`src/rtl/mem_arbiter_pkg.sv`:
```
// ============================================================================
//  Module   : mem_arbiter_pkg
//  Brief    : Shared types and constants for the fetch/data memory arbiter.
//  Revision : 1.0 - initial release
// ============================================================================
`default_nettype none

package mem_arbiter_pkg;

    typedef enum logic [1:0] {
        IDLE = 2'd0,
        BUSY = 2'd1,
        RESP = 2'd2
    } state_t;

    localparam logic OWN_IF  = 1'b0;
    localparam logic OWN_MEM = 1'b1;

    localparam int MEMARB_ADDR_W = 32;
    localparam int MEMARB_DATA_W = 32;

endpackage

`default_nettype wire

```
`src/rtl/memarb_streak.sv`:
```
// ============================================================================
//  Module   : memarb_streak
//  Brief    : Counts data grants made while fetch waits; forces one fetch win
//             when the streak reaches MAX_STREAK.
//  Revision : 1.0 - initial release
// ============================================================================
`default_nettype none

module memarb_streak
    import mem_arbiter_pkg::*;
#(
    parameter int MAX_STREAK = 4
) (
    input  logic clock,
    input  logic reset,
    input  logic i_grant,
    input  logic i_grant_fetch,
    input  logic i_fetch_req,
    output logic o_fetch_override
);

    localparam int                 c_CNT_W = $clog2(MAX_STREAK + 1);
    localparam logic [c_CNT_W-1:0] c_MAX   = c_CNT_W'(MAX_STREAK);
    localparam logic [c_CNT_W-1:0] c_ONE   = c_CNT_W'(1);

    logic [c_CNT_W-1:0] r_count;

    // A streak only builds while fetch is actually waiting on a data grant.
    always_ff @(posedge clock or posedge reset) begin
        if (reset) begin
            r_count <= '0;
        end else if (i_grant) begin
            if (i_grant_fetch || !i_fetch_req) begin
                r_count <= '0;
            end else if (r_count != c_MAX) begin
                r_count <= r_count + c_ONE;
            end
        end
    end

    assign o_fetch_override = (r_count == c_MAX);

endmodule

`default_nettype wire

```
`src/rtl/mem_arbiter.sv`:
```
// ============================================================================
//  Module   : mem_arbiter
//  Brief    : Single-outstanding arbiter sharing the memory-controller port
//             between instruction fetch and the data-memory stage.
//             Optional fetch starvation guard: define MEMARB_STARVE_GUARD_EN.
//  Revision : 1.0 - initial release
// ============================================================================
`default_nettype none

module mem_arbiter
    import mem_arbiter_pkg::*;
#(
    parameter int ADDR_W     = MEMARB_ADDR_W,
    parameter int DATA_W     = MEMARB_DATA_W,
    parameter int MAX_STREAK = 4
) (
    input  logic              clock,
    input  logic              reset,
    input  logic              if_arb_en,
    input  logic [ADDR_W-1:0] if_arb_addr,
    output logic [DATA_W-1:0] arb_if_data,
    output logic              arb_if_valid,
    output logic              arb_if_stall,
    input  logic              mem_arb_read,
    input  logic              mem_arb_write,
    input  logic [ADDR_W-1:0] mem_arb_addr,
    input  logic [DATA_W-1:0] mem_arb_wdata,
    output logic [DATA_W-1:0] arb_mem_data,
    output logic              arb_mem_valid,
    output logic              arb_mem_stall,
    output logic              arb_mc_en,
    output logic              arb_mc_we,
    output logic [ADDR_W-1:0] arb_mc_addr,
    output logic [DATA_W-1:0] arb_mc_wdata,
    input  logic              mc_arb_ready,
    input  logic [DATA_W-1:0] mc_arb_data
);

    state_t r_state;
    logic   r_owner;

    logic w_mem_req;
    logic w_grant;
    logic w_pick_if;
    logic w_override;

    assign w_mem_req = mem_arb_read | mem_arb_write;
    assign w_grant   = (r_state == IDLE) && (if_arb_en || w_mem_req);
    // Data wins unless it is idle or the starvation guard hands fetch a turn.
    assign w_pick_if = if_arb_en & (~w_mem_req | w_override);

`ifdef MEMARB_STARVE_GUARD_EN
    memarb_streak #(
        .MAX_STREAK (MAX_STREAK)
    ) u_streak (
        .clock            (clock),
        .reset            (reset),
        .i_grant          (w_grant),
        .i_grant_fetch    (w_pick_if),
        .i_fetch_req      (if_arb_en),
        .o_fetch_override (w_override)
    );
`else
    assign w_override = 1'b0;
`endif

    assign arb_if_stall  = if_arb_en & ~arb_if_valid;
    assign arb_mem_stall = w_mem_req & ~arb_mem_valid;

    always_ff @(posedge clock or posedge reset) begin
        if (reset) begin
            r_state       <= IDLE;
            r_owner       <= OWN_IF;
            arb_mc_en     <= 1'b0;
            arb_mc_we     <= 1'b0;
            arb_mc_addr   <= '0;
            arb_mc_wdata  <= '0;
            arb_if_valid  <= 1'b0;
            arb_mem_valid <= 1'b0;
            arb_if_data   <= '0;
            arb_mem_data  <= '0;
        end else begin
            case (r_state)
                IDLE: begin
                    if (w_grant) begin
                        arb_mc_en <= 1'b1;
                        r_state   <= BUSY;
                        if (w_pick_if) begin
                            r_owner     <= OWN_IF;
                            arb_mc_we   <= 1'b0;
                            arb_mc_addr <= if_arb_addr;
                        end else begin
                            r_owner      <= OWN_MEM;
                            arb_mc_we    <= mem_arb_write;
                            arb_mc_addr  <= mem_arb_addr;
                            arb_mc_wdata <= mem_arb_wdata;
                        end
                    end
                end
                BUSY: begin
                    if (mc_arb_ready) begin
                        arb_mc_en <= 1'b0;
                        r_state   <= RESP;
                        if (r_owner == OWN_IF) begin
                            arb_if_data  <= mc_arb_data;
                            arb_if_valid <= 1'b1;
                        end else begin
                            if (!arb_mc_we) begin
                                arb_mem_data <= mc_arb_data;
                            end
                            arb_mem_valid <= 1'b1;
                        end
                    end
                end
                RESP: begin
                    arb_if_valid  <= 1'b0;
                    arb_mem_valid <= 1'b0;
                    r_state       <= IDLE;
                end
                default: begin
                    arb_mc_en     <= 1'b0;
                    arb_if_valid  <= 1'b0;
                    arb_mem_valid <= 1'b0;
                    r_state       <= IDLE;
                end
            endcase
        end
    end

endmodule

`default_nettype wire
```
`config.mk`:
```
export PLATFORM = sky130hd
export DESIGN_NAME = mem_arbiter
export DESIGN_NICKNAME = d
export VERILOG_FILES = /design/src/rtl/mem_arbiter_pkg.sv /design/src/rtl/memarb_streak.sv /design/src/rtl/mem_arbiter.sv
export SDC_FILE = /design/constraint.sdc
export NUM_CORES = 1
export LEC_CHECK = 0
export CAP_MARGIN = 0
export CORE_MARGIN = 5
export CORE_UTILIZATION = 45
export CTS_BUF_LIST = sky130_fd_sc_hd__clkbuf_2 sky130_fd_sc_hd__clkbuf_4 sky130_fd_sc_hd__clkbuf_8
export DETAILED_ROUTE_END_ITERATION = 16
export GPL_TIMING_DRIVEN = 1
export PLACE_DENSITY = 0.89
export REMOVE_ABC_BUFFERS = 1
export SLEW_MARGIN = 20
export SYNTH_ARGS = -nofsm -noshare
export SYNTH_HDL_FRONTEND = slang
export SYNTH_SLANG_ARGS = --single-unit
```
`constraint.sdc`:
```
create_clock -name clock -period 14.15 [get_ports clock]
set_clock_uncertainty 0.2 [all_clocks]
set_input_delay 2.1225 -clock clock [delete_from_list [all_inputs] [get_ports clock]]
set_output_delay 2.1225 -clock clock [all_outputs]
set_load 0.05 [all_outputs]
```
==> summary.txt, run 1 <==
Clock network
  • CTS tree: done
  • CTS sink cnt: 135
  • Cts bufs inserted: 17
  • Post-cts resize count: 0
  • Post-CTS Setup Bufs: 0
  • Clock transition at path regs: 0.07 ns
  • Clock Path Buffers: 2
  • Clock root buffer: clkbuf_8
  • H-tree Lvls: 4
  • Clk_lat worst skew: 0.43 ns
  • Hold_buf cts: 0

Setup path
  • Slowest CP cell: clkdlybuf4s50_1
  • Worst R2R Setup Slack: 11.74 ns
  • Reg2Reg Depth: 3
  • Reg-to-Reg End: arb_mc_addr[18]$_DFFE_PP0P_
  • CP arrival: around 3.7 ns
  • CP max FO: 4
  • Crit Path Category: in -> out
  • Reg2reg start: r_state[0]$_DFFE_PP0P_
  • Capture point of the worst path: arb_if_stall
  • CP startpoint: if_arb_en
  • Cell repeated most along the worst path: clkdlybuf4s50_1
  • Crit. End Element: primary output
  • Data required, critical path: roughly 12 ns
  • Startpoint types: primary input
  • Crit path cell chain: clkdlybuf4s50_1, nor2b_1, clkdlybuf4s50_1
  • Critical path's largest stage delay: 0.80 ns

Global route
  • Pin count of the biggest net entering global routing: 87
  • GRT Resource Usage Total: 23.4%
  • Vias in the first global route: 4594
  • Grt ovf: 0
  • Initial antenna violation count: 0
  • First-pass GRT wire length: 25400 µm

Synth
  • Asr flop ratio synth: 100%
  • Syn Std Cell Area: 5310 µm²
  • Yosys warning total: 0
  • Top_reg_cell synth: dfrtp_1
  • Mapped Cells: 343
  • Register area share after synthesis: between 60 and 70%
  • Post-synth cell types: 28
  • Yosys reg bits: 135
  • Number of synthesized flops with an enable pin: 0
  • Syn_area_per_cell: about 15 µm²

Die
  • Initial cell density of the core: 46.1%
  • Core Rows: 39
  • Core box area: around 12000 µm²
  • IO Pins: 268
  • Chip width: ~120 µm
  • Die area: 14100 µm²
  • Die span in y: about 120 µm

Routing
  • DR DRC count: 0
  • DRT antenna net count: 0
  • Via density: 5.37
  • Routed wire per std cell: 21.2 µm
  • DR pass1 iterations: 4
  • DR iter-0 viols: 275
  • Wirelength, routed: around 16000 µm
  • Vias: slightly above 4000

STA
  • Period utilization: 42.7%
  • Tmin final: around 6.0 ns
  • Final hold violation count: 0
  • Unrepaired setup endpoints after global routing: no
  • Setup TNS: 0 ns
  • Final setup vio count: 0
  • Fmax: 0.165 GHz
  • Slew @ Worst Pin: ~0.93 ns
  • Rel. slew slack: 37.7%
  • Final Slew Violations: 0

Place
  • Placer congestion estimate: a little over 0.8
  • Placed wire-length estimate: roughly 12000 µm
  • Port Buffers: 267

Layout
  • Number of fill cells in the layout: just over 700
  • Most frequent cells in the layout: clkdlybuf4s50_1, dfrtp_1, mux2_2, and3_1, a221o_1
  • Nets: 748
  • Share of cells above drive strength 1: a little under a quarter
  • Area growth syn-to-layout: 60.5%
  • Layout Utilization: between 70% and 80%
  • N_diodes: 0
  • Commonest non-fill, non-tap cell in the layout: clkdlybuf4s50_1

Worst hold path
  • Worst Hold Class: reg -> reg

Power
  • Internal power: 1330 µW
  • Power share of the clock group: between 10% and 20%
  • Pleak: around 0.0036 µW
  • Pwr dens: ~300 nW/µm²
  • Peak VDD IR: 0.149 mV
  • Register share of total power: 27.7%
  • Logic pwr share: 58.4%
  • Sw Pwr: around 1200 µW
  • Switching Share: 47.7%

Job
  • MaxCap Viol Count: 0

Status
  • Status: completed
==> stage by stage <==
stage | instance area [µm²] | hold slack (ns) | worst slack (ns) | power, µW | instances
4_1_cts | 8510 | 0.290 | 8.16 | 2560 | 770
6_report | 8530 | 0.288 | 8.10 | 2540 | 770
3_3_place_gp | 8070 | 0.261 | 8.18 | 2150 | 738
3_5_place_dp | 8070 | 0.273 | 8.17 | 2200 | 738
5_1_grt | 8530 | 0.324 | 8.07 | 2640 | 770
2_1_floorplan | 5170 | 0.341 | 8.22 | 1650 | 323
==> routing by layer <==
layer  part of all wire [%]  global-route usage (%)
met1                     38                    25.9
met2                     50                    39.7
met3                    8.5                    8.93
met4                    3.5                    11.2
met5                      0                       0
==> state kept, by name (all words and copies together), names as in the netlist <==
name / flops
arb_if_data: 32
arb_mc_en: 1
arb_mem_valid: 1
r_owner: 1
arb_mc_wdata: 32
arb_if_valid: 1
arb_mc_addr: 32
arb_mc_we: 1
arb_mem_data: 32
r_state: 2
==> cell families after synthesis <==
| logic type | Yosys count | synth area share, % |
|---|---|---|
| muxes | 96 | 20.3 |
| buffers and inverters | 23 | 2.94 |
| AOI/OAI and AO/OA | 40 | 7.23 |
| DFF | 135 | 63.6 |
| and+or+nand+nor | 49 | 5.89 |
==> how the worst min path moves through the flow <==
stage / from / endpoint / slack (ns) / cells past startpoint
finish: arb_mc_en$_DFFE_PP0P_ / arb_mc_en$_DFFE_PP0P_ / 0.29 / 2
global route: arb_mem_data[14]$_DFFE_PP0P_ / arb_mem_data[14]$_DFFE_PP0P_ / 0.32 / 1
CTS: arb_mc_en$_DFFE_PP0P_ / arb_mc_en$_DFFE_PP0P_ / 0.29 / 2
detailed placement: arb_mc_en$_DFFE_PP0P_ / arb_mc_en$_DFFE_PP0P_ / 0.27 / 2
global placement: arb_mc_en$_DFFE_PP0P_ / arb_mc_en$_DFFE_PP0P_ / 0.26 / 2
floorplan: r_state[1]$_DFFE_PP0P_ / arb_if_valid$_DFFE_PP0P_ / 0.34 / 1
==> synthesized netlist by cell type, types with 2 or more instances <==
| cell | instances | share of area [%] |
|---|---|---|
| a221o_1 | 24 | 4.5 |
| a31oi_1 | 2 | 0.24 |
| and3_1 | 24 | 2.8 |
| buf_2 | 2 | 0.19 |
| buf_4 | 8 | 1.1 |
| buf_6 | 5 | 1.1 |
| clkbuf_1 | 5 | 0.35 |
| dfrtp_1 | 135 | 64 |
| inv_1 | 3 | 0.21 |
| mux2_1 | 6 | 1.3 |
| mux2_2 | 90 | 19 |
| nand2_1 | 3 | 0.21 |
| nor2_1 | 4 | 0.28 |
| nor2_2 | 3 | 0.35 |
| o21ai_0 | 2 | 0.19 |
| o221a_2 | 8 | 1.7 |
| or3_1 | 8 | 0.94 |
==> critical path, delay by kind of cell <==
kind	cells	cell delay [ns]
buffers and inverters	2	1.43
and+or+nand+nor	1	0.17
==> cell type report <==
class                           count  area (µm²)  share of cell area, %
Clock buffer                       21         277                   3.24
Clock inverter                     11         171                   2.01
Inverter                            3        16.3                  0.191
Multi-Input combinational cell    185        1790                   21.0
Sequential cell                   135        3380                   39.6
Tap cell                          143         179                   2.10
Timing Repair Buffer              272        2710                   31.8
==> power groups by stage <==
stage          Clock [µW]  Sequential [µW]  Combinational [µW]
2_1_floorplan           0             1350                 292
3_3_place_gp            0              689                1460
3_5_place_dp            0              706                1490
4_1_cts               361              703                1500
5_1_grt               379              725                1540
6_report              353              703                1480
Power figures use the tool's default switching activity.
==> run 2: changes to the inputs <==
- CORE_UTILIZATION: 45 -> 37
- PLACE_DENSITY: 0.89 -> 0.78
- clock period: 14.15 -> 5.1 ns (I/O delays scaled with it)
==> run 2 against run 1 <==
  * Design area up 0.31%
  * Sequential share of layout area down 0.12 points
  * Combinational power rose to 2.8 times the previous value
  * Critical path depth unchanged
==> summary.txt, run 2 (synthesis gave the netlist of run 1 again) <==
Die
  • Core box area: 14000 µm² (+21%)
  • Initial cell density of the core: 38.0% (-8.2 points)
  • Die span in y: 130 µm (+9.4%)
  • IO Pins: 268 (unchanged)
  • Die area: 16900 µm² (+20%)
  • Core Rows: 43 (+10%)
  • Chip width: 130 µm (+9.4%)

Worst hold path
  • Hold Path Origin: arb_if_data[23]$_DFFE_PP0P_
  • Worst Hold Class: reg -> reg

Power
  • Pwr dens: 811 nW/µm² (+170%)
  • Pleak: 0.00358 µW (-0.55%)
  • Peak VDD IR: 0.404 mV (+170%)

Layout
  • Nets: 747 (-0.13%)
  • Area growth syn-to-layout: 61.0%
  • Share of cells above drive strength 1: 22.7% (-0.12 points)
  • Most frequent cells in the layout: clkdlybuf4s50_1, dfrtp_1, mux2_2, and3_1, a221o_1
  • Commonest non-fill, non-tap cell in the layout: clkdlybuf4s50_1
  • N_diodes: 0 (unchanged)
  • Number of fill cells in the layout: 1029 (+42%)
  • Non-Filler Instances: 806 (+4.7%)

STA
  • Setup TNS: 0 ns (unchanged)
  • Slew @ Worst Pin: 0.975 ns (+0.0415 ns)
  • Final setup vio count: 0 (unchanged)
  • Period utilization: between 60% and 70%
  • Rel. slew slack: 34.8% (-2.9 points)
  • Tmin final: around 3.3 ns
  • Final Slew Violations: 0 (unchanged)
  • Unrepaired setup endpoints after global routing: no
  • Final hold violation count: 0 (unchanged)
  • Fmax: around 0.31 GHz

Global route
  • GRT Resource Usage Total: 17.9% (-5.5 points)
  • Grt ovf: 0 (unchanged)
  • First-pass GRT wire length: 23200 µm (-8.8%)
  • Vias in the first global route: 4515 (-1.7%)
  • Pin count of the biggest net entering global routing: 73 (-16%)
  • Initial antenna violation count: 1 (+1)

Clock network
  • H-tree Lvls: 4 (unchanged)
  • Clk_lat worst skew: 0.44 ns (about the same)
  • Clock root buffer: clkbuf_8
  • Cts bufs inserted: 17 (unchanged)
  • Post-cts resize count: 0 (unchanged)
  • Hold_buf cts: 0 (unchanged)
  • Post-CTS Setup Bufs: 0 (unchanged)
  • CTS sink cnt: 135 (unchanged)
  • Clock transition at path regs: 0.07 ns (about the same)
  • Clock Path Buffers: 2 (unchanged)
  • CTS tree: done

Routing
  • DR DRC count: 0 (unchanged)
  • Routed wire per std cell: 18.8 µm (-11%)
  • DR pass1 iterations: 4 (unchanged)
  • DR iter-0 viols: 90 (-67%)
  • Vias: 4008 (-3.1%)
  • Via density: 4.97 (-7.5%)
  • Wirelength, routed: 15100 µm (-7.2%)
  • DRT antenna net count: 0 (unchanged)

Place
  • Placed wire-length estimate: 11200 µm (-8.1%)
  • Port Buffers: 267 (unchanged)
  • Inst Count DP: 774 (+4.9%)
  • Placer congestion estimate: 0.787 (-3.2%)

Setup path
  • Crit. End Element: primary output
  • Reg2reg start: r_state[1]$_DFFE_PP0P_
  • CP arrival: 2.31 ns (-1.42 ns)
  • Data required, critical path: 4.14 ns (-7.69 ns)
  • CP startpoint: if_arb_en
  • Startpoint types: primary input
  • CP max FO: 4 (unchanged)
  • Crit Path Category: in -> out

Job
  • MaxCap Viol Count: 0 (unchanged)

Status
  • Status: completed
run 2: cell count changes in the layout (fill, tap and decap cells not counted):
cell | previous run | this run
buf_4 | 4 | 3
clkinvlp_4 | 2 | 4
buf_12 | 0 | 1
inv_4 | 0 | 1
inv_6 | 2 | 1
clkinv_4 | 2 | 1
nor2_2 | 2 | 1
bufinv_16 | 4 | 3
buf_6 | 1 | 0
nor2_4 | 1 | 2
run 2: worst paths after layout:
| kind | end | slack (ns) | cells past startpoint |
|---|---|---|---|
| setup / recovery | arb_if_stall | 1.82 | 3 |
| hold / removal | arb_if_data[23]$_DFFE_PP0P_ | 0.29 | 1 |
| setup reg to reg | arb_mem_data[13]$_DFFE_PP0P_ | 2.63 | 4 |
| hold reg to reg | arb_if_data[23]$_DFFE_PP0P_ | 0.29 | 1 |
| max in group asynchronous | arb_mem_data[19]$_DFFE_PP0P_ | 3.19 | 3 |
| min in group asynchronous | arb_mc_wdata[19]$_DFFE_PP0P_ | 0.63 | 2 |
run 2: through the flow:
stage	util (%)	total power [µW]	hold slack [ns]	cell area, µm²	setup slack [ns]
floorplan	-	4560	0.341	5170	0.524
global placement	58.1	5980	0.264	8120	1.89
detailed placement	58.1	6050	0.275	8120	1.86
CTS	61.1	7020	0.296	8540	1.86
global route	61.1	7260	0.318	8550	1.76
finish	61.1	6940	0.293	8550	1.82
run 2: cell type report:
type / instances / area, µm² / area share, %
Clock buffer: 21 / 277 / 3.23
Clock inverter: 11 / 148 / 1.73
Inverter: 3 / 13.8 / 0.161
Multi-Input combinational cell: 185 / 1800 / 21.0
Sequential cell: 135 / 3380 / 39.5
Tap cell: 180 / 225 / 2.63
Timing Repair Buffer: 271 / 2720 / 31.7
run 2: report_power, final:
part | internal (µW) | switching [µW] | leakage [µW]
Sequential | 1610 | 317 | 0.00161
Clock | 521 | 411 | 0.000205
Combinational | 1500 | 2580 | 0.00177
run 2: layer usage:
layer / GRT usage [%] / vias to the layer above / part of all wire, %
met5: 0 / - / 0.046
met4: 7.03 / 2 / 2.1
met3: 8.47 / 28 / 11
met2: 29.9 / 192 / 49
met1: 19.8 / 1973 / 37
li1: - / 1813 / -
run 2: worst max-delay path, cell delays in order:
cell,delay (ns)
clkdlybuf4s50_1,0.58
nor2b_1,0.16
clkdlybuf4s50_1,0.81
==> run 3: changes to the inputs <==
- CORE_UTILIZATION: 37 -> 41
- PLACE_DENSITY: 0.78 -> 0.82
- clock period: 5.1 -> 3.26 ns (I/O delays scaled with it)
==> run 3 against run 2 <==
  * Sequential share of layout area hardly changed
  * Hold slack lost 0.0078 ns
  * Combinational power up 58%
  * Via count rose by 1.1%
  * Sequential power rose by 56%
  * Largest power group unchanged
==> summary.txt, run 3 (synthesis gave the netlist of run 1 again) <==
Clock network
  • Clock root buffer: clkbuf_8
  • Clock transition at path regs: 0.07 ns (about the same)
  • Post-CTS Setup Bufs: 0 (unchanged)
  • Cts bufs inserted: 17 (unchanged)
  • Post-cts resize count: 0 (unchanged)
  • Clock Path Buffers: 2 (unchanged)
  • CTS tree: done
  • Hold_buf cts: 0 (unchanged)
  • CTS sink cnt: 135 (unchanged)
  • H-tree Lvls: 4 (unchanged)
  • Clk_lat worst skew: 0.42 ns (-0.02 ns)

STA
  • Final Slew Violations: 0 (unchanged)
  • Rel. slew slack: 55.0% (+20 points)
  • Final setup vio count: 0 (unchanged)
  • Period utilization: just over 80%
  • Final hold violation count: 0 (unchanged)
  • Slew @ Worst Pin: 0.675 ns (-0.300 ns)
  • Unrepaired setup endpoints after global routing: no
  • Hold WS: 0.285 ns (-0.00783 ns)
  • Tmin final: 2.68 ns
  • Fmax: 0.373 GHz
  • PnR worst setup slack: 0.582 ns (-1.24 ns)

Power
  • Pleak: 0.00361 µW (+0.81%)
  • Peak VDD IR: 0.768 mV (+90%)
  • Pwr dens: 1260 nW/µm² (+55%)

Setup path
  • CP arrival: 1.99 ns (-0.32 ns)
  • Family with the most delay on the worst path: buffers and inverters
  • Slowest CP cell: clkdlybuf4s50_1
  • Worst R2R Setup Slack: 0.86 ns (-1.77 ns)
  • Critical path's largest stage delay: 0.81 ns (about the same)
  • Crit path cell chain: clkdlybuf4s50_1, nor2b_1, clkdlybuf4s50_1
  • Crit Path Category: in -> out
  • Buf+Inv Stages, Crit Path: 2 (unchanged)
  • Startpoint types: primary input
  • Cell repeated most along the worst path: clkdlybuf4s50_1
  • Crit. End Element: primary output
  • Data required, critical path: 2.57 ns (-1.57 ns)
  • CP max FO: 4 (unchanged)

Status
  • Status: completed

Layout
  • Number of fill cells in the layout: 950 (-7.7%)
  • Share of cells above drive strength 1: 23.3% (+0.65 points)
  • Most frequent cells in the layout: clkdlybuf4s50_1, dfrtp_1, mux2_2, and3_1, a221o_1
  • Commonest non-fill, non-tap cell in the layout: clkdlybuf4s50_1
  • Area growth syn-to-layout: 60.9% (about the same)
  • Nets: 752 (+0.67%)
  • N_diodes: 0 (unchanged)

Routing
  • DR pass1 iterations: 4 (unchanged)
  • Via density: 5.05 (+1.6%)
  • DRT antenna net count: 0 (unchanged)
  • DR iter-0 viols: 145 (+61%)
  • Wirelength, routed: 15000 µm (-0.68%)
  • Vias: 4053 (+1.1%)
  • DR DRC count: 0 (unchanged)
  • Routed wire per std cell: 18.7 µm (-0.19%)

Global route
  • Vias in the first global route: 4546 (+0.69%)
  • GRT Resource Usage Total: 19.7% (+1.8 points)
  • First-pass GRT wire length: 22900 µm (-1.1%)
  • Grt ovf: 0 (unchanged)
  • Pin count of the biggest net entering global routing: 55 (-25%)
  • Initial antenna violation count: 0 (-1)

Die
  • Die span in y: 124 µm (-4.6%)
  • Initial cell density of the core: 41.9% (+3.9 points)
  • Core Rows: 41 (-4.7%)
  • Core box area: 12700 µm² (-9.4%)
  • Chip width: 124 µm (-4.6%)
  • Die area: 15300 µm² (-9.0%)
  • IO Pins: 268 (unchanged)

Place
  • Placer congestion estimate: 0.799 (+1.6%)
  • Port Buffers: 267 (unchanged)
  • Placed wire-length estimate: 11300 µm (+1.4%)
  • Post-placement setup slack: 0.577 ns (-1.28 ns)

Job
  • MaxCap Viol Count: 0 (unchanged)

Worst hold path
  • Worst Hold Class: reg -> reg
[run 3: area by class of cell]
type / count / area [µm²] / area share [%]
clock inverter: 8 / 71.3 / 0.834
inverter: 3 / 13.8 / 0.161
timing repair buffer: 276 / 2780 / 32.5
multi-input combinational: 185 / 1780 / 20.9
sequential: 135 / 3380 / 39.5
tap: 172 / 215 / 2.52
clock buffer: 23 / 310 / 3.63
[run 3: report_power, final]
| part | switching, µW | total (µW) | internal [µW] |
|---|---|---|---|
| Combinational | 4050 | 6430 | 2380 |
| Sequential | 494 | 3020 | 2520 |
| Clock | 602 | 1310 | 704 |
[run 3: routing by layer]
metal	GRT usage (%)	routed length [µm]	vias to the layer above
met5	0	0	-
met4	8.24	409	0
met3	8.54	1670	31
met2	33.7	7570	201
met1	21.4	5390	1999
li1	-	-	1822
[run 3: worst register-to-register path: cells and delay by family (launching register included)]
kind | cells | cell delay [ns]
simple gates | 2 | 0.93
flops | 1 | 0.48
mux | 1 | 0.39
buf+inv | 1 | 0.29
[run 3: worst paths after layout]
check                                        startpoint                      endpoint  cells past startpoint
min in group asynchronous                         reset   arb_if_data[28]$_DFFE_PP0P_                      2
hold / removal             arb_mem_data[23]$_DFFE_PP0P_  arb_mem_data[23]$_DFFE_PP0P_                      1
max in group asynchronous                         reset   arb_mc_wdata[9]$_DFFE_PP0P_                      3
setup / recovery                              if_arb_en                  arb_if_stall                      3
hold reg to reg            arb_mem_data[23]$_DFFE_PP0P_  arb_mem_data[23]$_DFFE_PP0P_                      1
setup reg to reg                 r_state[0]$_DFFE_PP0P_   arb_mc_wdata[8]$_DFFE_PP0P_                      4
[run 3: metrics by stage]
step | instances | area (µm²) | util [%] | TNS, ns | power, µW
after global placement | 771 | 8170 | 64.4 | 0 | 9370
after CTS | 802 | 8550 | 67.5 | 0 | 10900
after detailed placement | 771 | 8170 | 64.4 | 0 | 9510
after global routing | 802 | 8550 | 67.5 | 0 | 11200
final | 802 | 8550 | 67.5 | 0 | 10800
after floorplan | 323 | 5170 | - | -140.41 | 7140
